**src/rtl/axilite_master_traffic_gen.sv**
```systemverilog
// axilite_master_traffic_gen
// Self-contained AXI4-Lite master traffic generator. One run writes
// NUM_XFERS words to BASE_ADDR + i*ADDR_STRIDE and then reads the same
// addresses back. It compares each read against the write pattern and
// tallies errors. At most one transaction is outstanding at a time.
//
// Ports
//   clk, rst_n            clock, asynchronous active-low reset
//   start                 run request (sampled only when idle or done)
//   busy                  a run is in progress
//   done                  run complete, held until the next start
//   pass                  done with zero errors
//   err_count             saturating count of bad responses / data
//   m_axi_aw*/w*/b*       AXI-Lite write address, data and response channels
//   m_axi_ar*/r*          AXI-Lite read address and data channels
module axilite_master_traffic_gen #(
    parameter int                    ADDR_WIDTH  = 64,
    parameter int                    DATA_WIDTH  = 64,
    parameter int                    NUM_XFERS   = 16,
    parameter logic [ADDR_WIDTH-1:0] BASE_ADDR   = '0,
    parameter logic [ADDR_WIDTH-1:0] ADDR_STRIDE = ADDR_WIDTH'(8),
    parameter logic [31:0]           SEED        = 32'hA5A5_0000
) (
    input  logic                    clk,
    input  logic                    rst_n,
    input  logic                    start,
    output logic                    busy,
    output logic                    done,
    output logic                    pass,
    output logic [15:0]             err_count,
    output logic [ADDR_WIDTH-1:0]   m_axi_awaddr,
    output logic                    m_axi_awvalid,
    input  logic                    m_axi_awready,
    output logic [DATA_WIDTH-1:0]   m_axi_wdata,
    output logic [DATA_WIDTH/8-1:0] m_axi_wstrb,
    output logic                    m_axi_wvalid,
    input  logic                    m_axi_wready,
    input  logic [1:0]              m_axi_bresp,
    input  logic                    m_axi_bvalid,
    output logic                    m_axi_bready,
    output logic [ADDR_WIDTH-1:0]   m_axi_araddr,
    output logic                    m_axi_arvalid,
    input  logic                    m_axi_arready,
    input  logic [DATA_WIDTH-1:0]   m_axi_rdata,
    input  logic [1:0]              m_axi_rresp,
    input  logic                    m_axi_rvalid,
    output logic                    m_axi_rready
);

    localparam int            IW       = $clog2(NUM_XFERS + 1);
    localparam int            NREP     = DATA_WIDTH / 32;
    localparam logic [IW-1:0] LAST_IDX = IW'(NUM_XFERS - 1);

    typedef enum logic [2:0] {IDLE, WR_REQ, WR_RESP, RD_REQ, RD_DATA, DONE} state_t;

    state_t                  state, state_nxt;
    logic [IW-1:0]           idx;
    logic [ADDR_WIDTH-1:0]   addr;
    logic [31:0]             pat;
    logic                    aw_done, w_done;
    logic [15:0]             errs;
    logic                    aw_fire, w_fire, b_fire, ar_fire, r_fire;
    logic                    is_last, rd_bad;

    function automatic logic [15:0] sat_inc(input logic [15:0] v);
        return (v == 16'hFFFF) ? v : v + 16'd1;
    endfunction

    // Handshakes are derived from state rather than from the valid/ready
    // outputs, so the output logic below never feeds back on itself.
    assign aw_fire = (state == WR_REQ)  && !aw_done && m_axi_awready;
    assign w_fire  = (state == WR_REQ)  && !w_done  && m_axi_wready;
    assign b_fire  = (state == WR_RESP) && m_axi_bvalid;
    assign ar_fire = (state == RD_REQ)  && m_axi_arready;
    assign r_fire  = (state == RD_DATA) && m_axi_rvalid;
    assign is_last = (idx == LAST_IDX);
    assign rd_bad  = (m_axi_rresp != 2'b00) || (m_axi_rdata != {NREP{pat}});

    // The address and pattern registers serve both the write and read phases.
    // They hold steady while a request is pending and reset to zero.
    assign m_axi_awaddr = addr;
    assign m_axi_araddr = addr;
    assign m_axi_wdata  = {NREP{pat}};
    assign m_axi_wstrb  = '1;
    assign err_count    = errs;

    always_ff @(posedge clk or negedge rst_n) begin
        if (!rst_n) begin
            state <= IDLE;
        end else begin
            state <= state_nxt;
        end
    end

    always_comb begin
        state_nxt     = state;
        busy          = 1'b0;
        done          = 1'b0;
        m_axi_awvalid = 1'b0;
        m_axi_wvalid  = 1'b0;
        m_axi_bready  = 1'b0;
        m_axi_arvalid = 1'b0;
        m_axi_rready  = 1'b0;
        case (state)
            IDLE: begin
                if (start) state_nxt = WR_REQ;
            end
            WR_REQ: begin
                busy          = 1'b1;
                // AW and W complete independently; each valid drops once its own beat is accepted.
                m_axi_awvalid = !aw_done;
                m_axi_wvalid  = !w_done;
                if ((aw_done || aw_fire) && (w_done || w_fire)) state_nxt = WR_RESP;
            end
            WR_RESP: begin
                busy         = 1'b1;
                m_axi_bready = 1'b1;
                if (b_fire) state_nxt = is_last ? RD_REQ : WR_REQ;
            end
            RD_REQ: begin
                busy          = 1'b1;
                m_axi_arvalid = 1'b1;
                if (ar_fire) state_nxt = RD_DATA;
            end
            RD_DATA: begin
                busy         = 1'b1;
                m_axi_rready = 1'b1;
                if (r_fire) state_nxt = is_last ? DONE : RD_REQ;
            end
            DONE: begin
                done = 1'b1;
                if (start) state_nxt = WR_REQ;
            end
            default: state_nxt = IDLE;
        endcase
        pass = done && (errs == 16'd0);
    end

    always_ff @(posedge clk or negedge rst_n) begin
        if (!rst_n) begin
            idx     <= '0;
            addr    <= '0;
            pat     <= '0;
            aw_done <= 1'b0;
            w_done  <= 1'b0;
            errs    <= '0;
        end else begin
            case (state)
                IDLE, DONE: begin
                    if (start) begin
                        idx     <= '0;
                        addr    <= BASE_ADDR;
                        pat     <= SEED;
                        aw_done <= 1'b0;
                        w_done  <= 1'b0;
                        errs    <= '0;
                    end
                end
                WR_REQ: begin
                    if (aw_fire) aw_done <= 1'b1;
                    if (w_fire)  w_done  <= 1'b1;
                end
                WR_RESP: begin
                    if (b_fire) begin
                        aw_done <= 1'b0;
                        w_done  <= 1'b0;
                        if (m_axi_bresp != 2'b00) errs <= sat_inc(errs);
                        // The last write rewinds index, address and pattern for the read pass.
                        if (is_last) begin
                            idx  <= '0;
                            addr <= BASE_ADDR;
                            pat  <= SEED;
                        end else begin
                            idx  <= idx + IW'(1);
                            addr <= addr + ADDR_STRIDE;
                            pat  <= pat + 32'd1;
                        end
                    end
                end
                RD_DATA: begin
                    if (r_fire) begin
                        // A bad response and bad data on the same beat count as one error.
                        if (rd_bad) errs <= sat_inc(errs);
                        if (!is_last) begin
                            idx  <= idx + IW'(1);
                            addr <= addr + ADDR_STRIDE;
                            pat  <= pat + 32'd1;
                        end
                    end
                end
                default: ;
            endcase
        end
    end

endmodule

```
**config.mk**
```make
export PLATFORM = sky130hd
export DESIGN_NAME = axilite_master_traffic_gen
export DESIGN_NICKNAME = d
export VERILOG_FILES = /design/src/rtl/axilite_master_traffic_gen.sv
export SDC_FILE = /design/constraint.sdc
export NUM_CORES = 1
export LEC_CHECK = 0
export BUFFER_PORTS_ARGS = -buffer_cell sky130_fd_sc_hd__buf_4
export CAP_MARGIN = 20
export CORE_MARGIN = 2
export CORE_UTILIZATION = 30
export CTS_BUF_LIST = sky130_fd_sc_hd__clkbuf_16
export DETAILED_ROUTE_END_ITERATION = 8
export PLACE_DENSITY = 0.65
export SETUP_SLACK_MARGIN = 0.02
export SLEW_MARGIN = 20
export SYNTH_ARGS = -nofsm -noshare
export SYNTH_HDL_FRONTEND = slang
export SYNTH_SLANG_ARGS = --single-unit
```
**constraint.sdc**
```tcl
create_clock -name clk -period 3 [get_ports clk]
set_input_delay 0.6 -clock clk [delete_from_list [all_inputs] [get_ports clk]]
set_output_delay 0.6 -clock clk [all_outputs]
set_load 0.01 [all_outputs]
```
==> impl_results.md, run 1 <==
- Status: complete, no violations
- Total die area: ~0.029 sq mm
- Final Hold Violating Endpoints: 0
- Quantity of I/O buffers inserted on ports: around 290
- Leakage power: between 4 and 5 nW
- Total via count in the routed design: between 8000 and 9000
- Unrepaired setup endpoints after global routing: false
- Fmax: around 0.36 GHz
- Maximum VDD drop: 0.377 mV
- Clock-pin slew on the worst setup and hold paths: approximately 0.05 ns
- Detailed-route wire length per cell: ~18 microns
- Worst Setup Start Kind: register
- Area of the core: between 0.02 and 0.03 sq mm
- Critical Path Fanout Max: 13
- Number of nets with antenna violations after detailed routing: 0
- Count of state elements after synthesis: about 120
- Antenna violations before repair: 0
- Unique cell type count in the Yosys netlist: between 60 and 70
- Placed instance area: around 0.010 sq mm
- Min Tclk post-route: ~2.8 ns
- Finished layout cell area: roughly 0.011 sq mm
- First-pass GRT wire length: ~44 mm
- Min setup slack post-route: roughly 0.2 ns
- CTS max path bufs: 2
- Final count of pins violating max slew: 0
- Final Cycle Share: 93.3%
- Vias in the first global route: roughly 7700
- Worst R2R Setup Slack: about 0.23 ns
- Total I/O pin count: 300
- Count of hold buffers inserted by post-cts repair: 0
- Max-capacitance violation count: 0
- Async set-or-reset flop fraction in the synthesized netlist: 100%
- CTS H-tree lvls: 4
- Final-stage net count: about 1300
- CTS Buf Count: 17
- Worst EP arrival: 2.20 ns
- Iter 0 DRT Violations: 533
- CP Data Required Time: roughly 2.4 ns
- Most common library cell in the layout ignoring fill and taps: sky130_fd_sc_hd__buf_4
- Maximum number of pins on one net before global-route repair: 60
- # clock sinks: ~120
- Routability-driven placement congestion ratio: between 0.8 and 0.9
- EDFF count, synth: 0
- N_diodes: 0
- Sequential share of the synthesized area: 35.6%
- Most common flop cell mapped by yosys: sky130_fd_sc_hd__dfrtp_1
- Fraction of final layout cells with drive strength greater than 1: between 30 and 40%
- Starting density of the core: roughly 30%
- Netlist area before placement: 0.00837 sq mm
- Number of inserted filler cells in the final layout: 2867
- Average via count per standard cell: 5.15
- Syn. warnings: 0
- Top cells by area in the synthesized netlist: sky130_fd_sc_hd__dfrtp_1 (36%), sky130_fd_sc_hd__buf_4 (9.6%), sky130_fd_sc_hd__xnor2_1 (7.1%), sky130_fd_sc_hd__nor2_1 (4.3%), sky130_fd_sc_hd__xor2_1 (4.0%)
- Synthesized netlist cell count: 997
- Horiz. Die Dim: 171 microns
- Transition time at the pin with the least slew margin: 0.608 ns
- CTS tree: yes
- Power density over the cells: 463 mW/mm^2
- Placement Rows: 61
- Fin Setup TNS: 0 ns
- Die Y: about 170 microns
- Average cell area after synthesis: 8.40 sq um
- Post-CTS Repair Setup Buffers: 0
- Total iterations of the first detailed-routing run: 7
- Relative max-transition margin: slightly below 60%
- Area share of the largest cell type after synthesis: 35.6%
- Grt total ovfl: 0
- Final WL: roughly 29 mm
- Insertion delay to the later sink of the worst-skew pair: around 0.4 ns
- Most frequent cells in the layout: sky130_fd_sc_hd__buf_4 (326), sky130_fd_sc_hd__dfrtp_1 (119), sky130_fd_sc_hd__nor2_1 (95)
- Global router's overall resource usage: 19.5%
- Synthesis-to-finish area growth: 29.7%
- Hold/Removal Path Class: in2async
- Max Clock Skew: 0.0105 ns
- Kind of capture point of the worst setup path: output pin
- Post-CTS Resized: 0
- Cell accounting for the most synthesized area: sky130_fd_sc_hd__dfrtp_1
- Final-report setup violation count: 0
- Final HPWL DP: around 22 mm
- Critical Setup Path Class: reg2out
- DRC violation count after routing: 0
- Pre-CTS setup slack: ~0.13 ns
- Cell at the root of the clock tree: sky130_fd_sc_hd__clkbuf_16
[power breakdown]
part           internal (W)  switching (W)
clock               0.00101       0.000705
sequential          0.00167       0.000128
combinational      0.000542       0.000977
total               0.00322        0.00181
[final cells by class]
type	instances	area (sq um)	share of cell area, %
multi-input combinational	705	4320	39.7
sequential	119	2980	27.4
timing repair buffer	329	2510	23.1
tap	378	473	4.35
clock buffer	17	425	3.92
inverter	31	116	1.07
clock inverter	11	47.5	0.438
[synthesized netlist by cell type, types with 12 or more instances]
master,instances
sky130_fd_sc_hd__a21oi_1,14
sky130_fd_sc_hd__and3_1,23
sky130_fd_sc_hd__and4_1,14
sky130_fd_sc_hd__buf_4,107
sky130_fd_sc_hd__clkbuf_1,34
sky130_fd_sc_hd__dfrtp_1,119
sky130_fd_sc_hd__inv_1,31
sky130_fd_sc_hd__nand2_1,88
sky130_fd_sc_hd__nand2b_1,12
sky130_fd_sc_hd__nand3_1,48
sky130_fd_sc_hd__nand4_1,28
sky130_fd_sc_hd__nor2_1,96
sky130_fd_sc_hd__nor3_1,44
sky130_fd_sc_hd__nor4_1,37
sky130_fd_sc_hd__o21ai_0,41
sky130_fd_sc_hd__or3_1,16
sky130_fd_sc_hd__xnor2_1,68
sky130_fd_sc_hd__xor2_1,38
[layer usage]
layer  wire (microns)  track usage, %  part of all wire, %  vias to the layer above
li1                 -               -                    -                     3813
met1            12400            25.7                   43                     3918
met2            13500            32.2                   47                      410
met3             2070            3.54                  7.2                       41
met4              632            6.23                  2.2                        0
met5                0               0                    0                        -
[state kept, by name (all words and copies together) (netlist names)]
register      flops
m_axi_araddr     61
pat              32
err_count        16
idx               5
state             3
aw_done           1
w_done            1
[kinds of logic (layout without fill, tap and decap cells)]
| logic type | count (synthesis) | in the layout | share of synthesized area [%] |
|---|---|---|---|
| AND/OR/NAND/NOR | 446 | 446 | 27.5 |
| buffers and inverters | 185 | 388 | 13.6 |
| AO/OA/AOI/OAI | 120 | 120 | 9.65 |
| flip-flops | 119 | 119 | 35.6 |
| XOR/XNOR | 106 | 106 | 11.1 |
| multiplexers | 11 | 11 | 1.33 |
| adder cells (fa/ha/maj) | 8 | 8 | 1.17 |
| other | 2 | 14 | 0.0897 |
[stage by stage]
step / instances / total power, W / hold slack (ns) / util (%)
detailed placement: 1562 / 0.00335 / 0.481 / 37.6
global placement: 1562 / 0.00335 / 0.471 / 37.6
global route: 1590 / 0.00535 / 0.175 / 39.3
finish: 1590 / 0.00503 / 0.149 / 39.3
CTS: 1590 / 0.00509 / 0.153 / 39.3
floorplan: 1009 / 0.00268 / 0.304 / -
[worst max-delay path: stages (launching register included)]
cell and delay, ns:
sky130_fd_sc_hd__dfrtp_1 0.55, sky130_fd_sc_hd__buf_4 0.21, sky130_fd_sc_hd__inv_1 0.11, sky130_fd_sc_hd__nor2_1 0.28
sky130_fd_sc_hd__nand2_1 0.08, sky130_fd_sc_hd__nor4b_1 0.24, sky130_fd_sc_hd__and3_1 0.20, sky130_fd_sc_hd__buf_4 0.12
[final timing paths]
kind	startpoint	to	depth (start not counted)
worst max-delay path	state[0]	pass	7
worst min-delay path	rst_n	m_axi_araddr[57]	1
worst min register to register	idx[3]	idx[3]	1
worst max register to register	idx[0]	m_axi_araddr[56]	9
min in group clk	m_axi_arready	state[2]	2
max in group asynchronous	rst_n	pat[11]	2
Note: power is estimated with default switching activity, not from simulation.
==> run 2, diff against run 1 <==
Settings changed: CORE_UTILIZATION 30 to 51, PLACE_DENSITY 0.65 to 0.94.
==> run 2 against run 1 <==
Cell area is 1.2% lower. Sequential power hardly changed. Global-route usage is 11 points higher. Clock power is 26% higher. Utilization is 28 points higher. Clock skew is 0.0021 ns lower. Clock-buffer cell count stayed put. Routed wire length is 5.6% lower. First-iteration DRC count is 36% higher. Non-clock buffer count is 7 lower. Final cell count is 10% lower. Critical path depth is 2 higher. Critical path type is now reg2reg.
==> impl_results.md, run 2 (same netlist as run 1, synthesis figures left out) <==
- Horiz. Die Dim: around 130 microns
- Critical Setup Path Class: reg2reg
- # clock sinks: 119
- Total via count in the routed design: roughly 8400
- Final HPWL DP: about 20 mm
- Relative max-transition margin: ~53%
- Endpoint of the worst setup timing path: m_axi_araddr[58]
- Worst Setup Start Kind: register
- DRC violation count after routing: 0
- GR peak layer: met2
- Placed instance area: roughly 0.01 sq mm
- Worst R2R Setup Slack: roughly 0.19 ns
- Final Hold Violating Endpoints: 0
- Max-capacitance violation count: 0
- Hold/Removal Path Class: in2async
- First-pass GRT wire length: about 42 mm
- Grt met1 use: between 30 and 40%
- CTS H-tree lvls: 4
- N_diodes: 0
- Total iterations of the first detailed-routing run: 5
- Global routing usage on met3: just under 6%
- Critical Path Fanout Max: 11
- Maximum number of pins on one net before global-route repair: around 40
- Number of nets with antenna violations after detailed routing: 0
- Worst reg-to-reg path cell count: 9
- Quantity of I/O buffers inserted on ports: between 200 and 300
- Leakage power: between 4 and 5 nW
- Cell at the root of the clock tree: sky130_fd_sc_hd__clkbuf_16
- Synthesis-to-finish area growth: 28.1%
- Iter 0 DRT Violations: 726
- Power density over the cells: 508 mW/mm^2
- CTS tree: yes
- Kind of capture point of the worst setup path: register
- Routability-driven placement congestion ratio: between 0.9 and 1
- CP startpoint: idx[0]
- Post-CTS Repair Setup Buffers: 0
- Max Clock Skew: 0.00834 ns
- Starting density of the core: 52.5%
- Storage cell area: just under 0.003 sq mm
- Antenna violations before repair: 0
- Total I/O pin count: 300
- Reg2reg end: m_axi_araddr[58]
- Global router's overall resource usage: between 30 and 40%
- Detailed-route wire length per cell: ~19 microns
- Maximum VDD drop: approximately 0.55 mV
- Final count of pins violating max slew: 0
- Most frequent cells in the layout: sky130_fd_sc_hd__buf_4 (321), sky130_fd_sc_hd__dfrtp_1 (118), sky130_fd_sc_hd__nor2_1 (94)
- Unrepaired setup endpoints after global routing: false
- Finished layout cell area: between 0.01 and 0.015 sq mm
- Reg2Reg Launch Point: idx[0]
- Insertion delay to the later sink of the worst-skew pair: between 0.4 and 0.5 ns
- Most common library cell in the layout ignoring fill and taps: sky130_fd_sc_hd__buf_4
- Die Y: approximately 130 microns
- Area of the multi-input gates: roughly 0.0043 sq mm
- Met2 demand-to-capacity share in global routing: a little over half
- CTS Buf Count: 17
- Total die area: approximately 0.017 sq mm
- Worst EP arrival: just over 3 ns
- Flip-flop count of the largest register after layout: 61
- Area of the core: approximately 0.016 sq mm
- CTS max path bufs: 2
- Fraction of final layout cells with drive strength greater than 1: between 30% and 40%
- Placement Rows: 46
- CP Data Required Time: 3.29 ns
- Final-report setup violation count: 0
- Min Tclk post-route: roughly 2.8 ns
- Transition time at the pin with the least slew margin: 0.702 ns
- Fin Setup TNS: 0 ns
- Grt total ovfl: 0
- Post-CTS Resized: 0
- Fmax: approximately 0.36 GHz
- Final Cycle Share: about 94%
- Number of inserted filler cells in the final layout: 1273
- Final-stage net count: between 1000 and 1500
- Clock-pin slew on the worst setup and hold paths: around 0.050 ns
- Average via count per standard cell: between 5 and 6
- Count of hold buffers inserted by post-cts repair: 0
- Vias in the first global route: around 8000
- Status: complete, no violations
- Final WL: roughly 27 mm
-- run 2: worst min-delay path by stage --
stage | to | depth (start not counted)
3_5_place_dp | idx[3] | 1
2_1_floorplan | aw_done | 0
4_1_cts | idx[3] | 1
3_3_place_gp | idx[3] | 1
5_1_grt | state[2] | 1
6_report | state[2] | 1
-- run 2: per-layer routing --
layer	vias to the layer above	wire length (microns)
li1	3801	-
met1	4015	10200
met2	528	13800
met3	41	2470
met4	0	564
met5	-	0
-- run 2: metrics by stage --
step	utilization [%]	std cells	total power [W]	setup slack [ns]	hold slack, ns
after global routing	67.3	1425	0.00567	0.0278	0.185
after detailed placement	63.4	1393	0.00327	0.222	0.475
after floorplan	-	1009	0.00268	0.360	0.304
after global placement	63.4	1393	0.00324	0.292	0.473
final	67.3	1425	0.00544	0.191	0.155
after CTS	67.3	1425	0.00543	0.202	0.161
-- run 2: power breakdown --
| part | total, W | switching [W] | internal [W] |
|---|---|---|---|
| clock | 0.00216 | 0.000712 | 0.00145 |
| sequential | 0.00180 | 0.000127 | 0.00167 |
| combinational | 0.00149 | 0.000980 | 0.000505 |
| total | 0.00544 | 0.00182 | 0.00363 |
-- run 2: area by class of cell --
type | count | area share [%]
Multi-Input combinational cell | 705 | 40.2
Sequential cell | 119 | 27.8
Timing Repair Buffer | 322 | 22.6
Clock buffer | 17 | 3.97
Tap cell | 216 | 2.52
Clock inverter | 15 | 1.80
Inverter | 31 | 1.08
-- run 2: worst max-delay path, stage by stage, from the launching register on --
cell,delay [ns]
sky130_fd_sc_hd__dfrtp_1,0.42
sky130_fd_sc_hd__ha_1,0.24
sky130_fd_sc_hd__and3_1,0.20
sky130_fd_sc_hd__ha_1,0.23
sky130_fd_sc_hd__and3_1,0.22
sky130_fd_sc_hd__or4_1,0.55
sky130_fd_sc_hd__buf_4,0.21
sky130_fd_sc_hd__nor4_1,0.38
sky130_fd_sc_hd__xnor2_1,0.17
sky130_fd_sc_hd__nor2_1,0.05
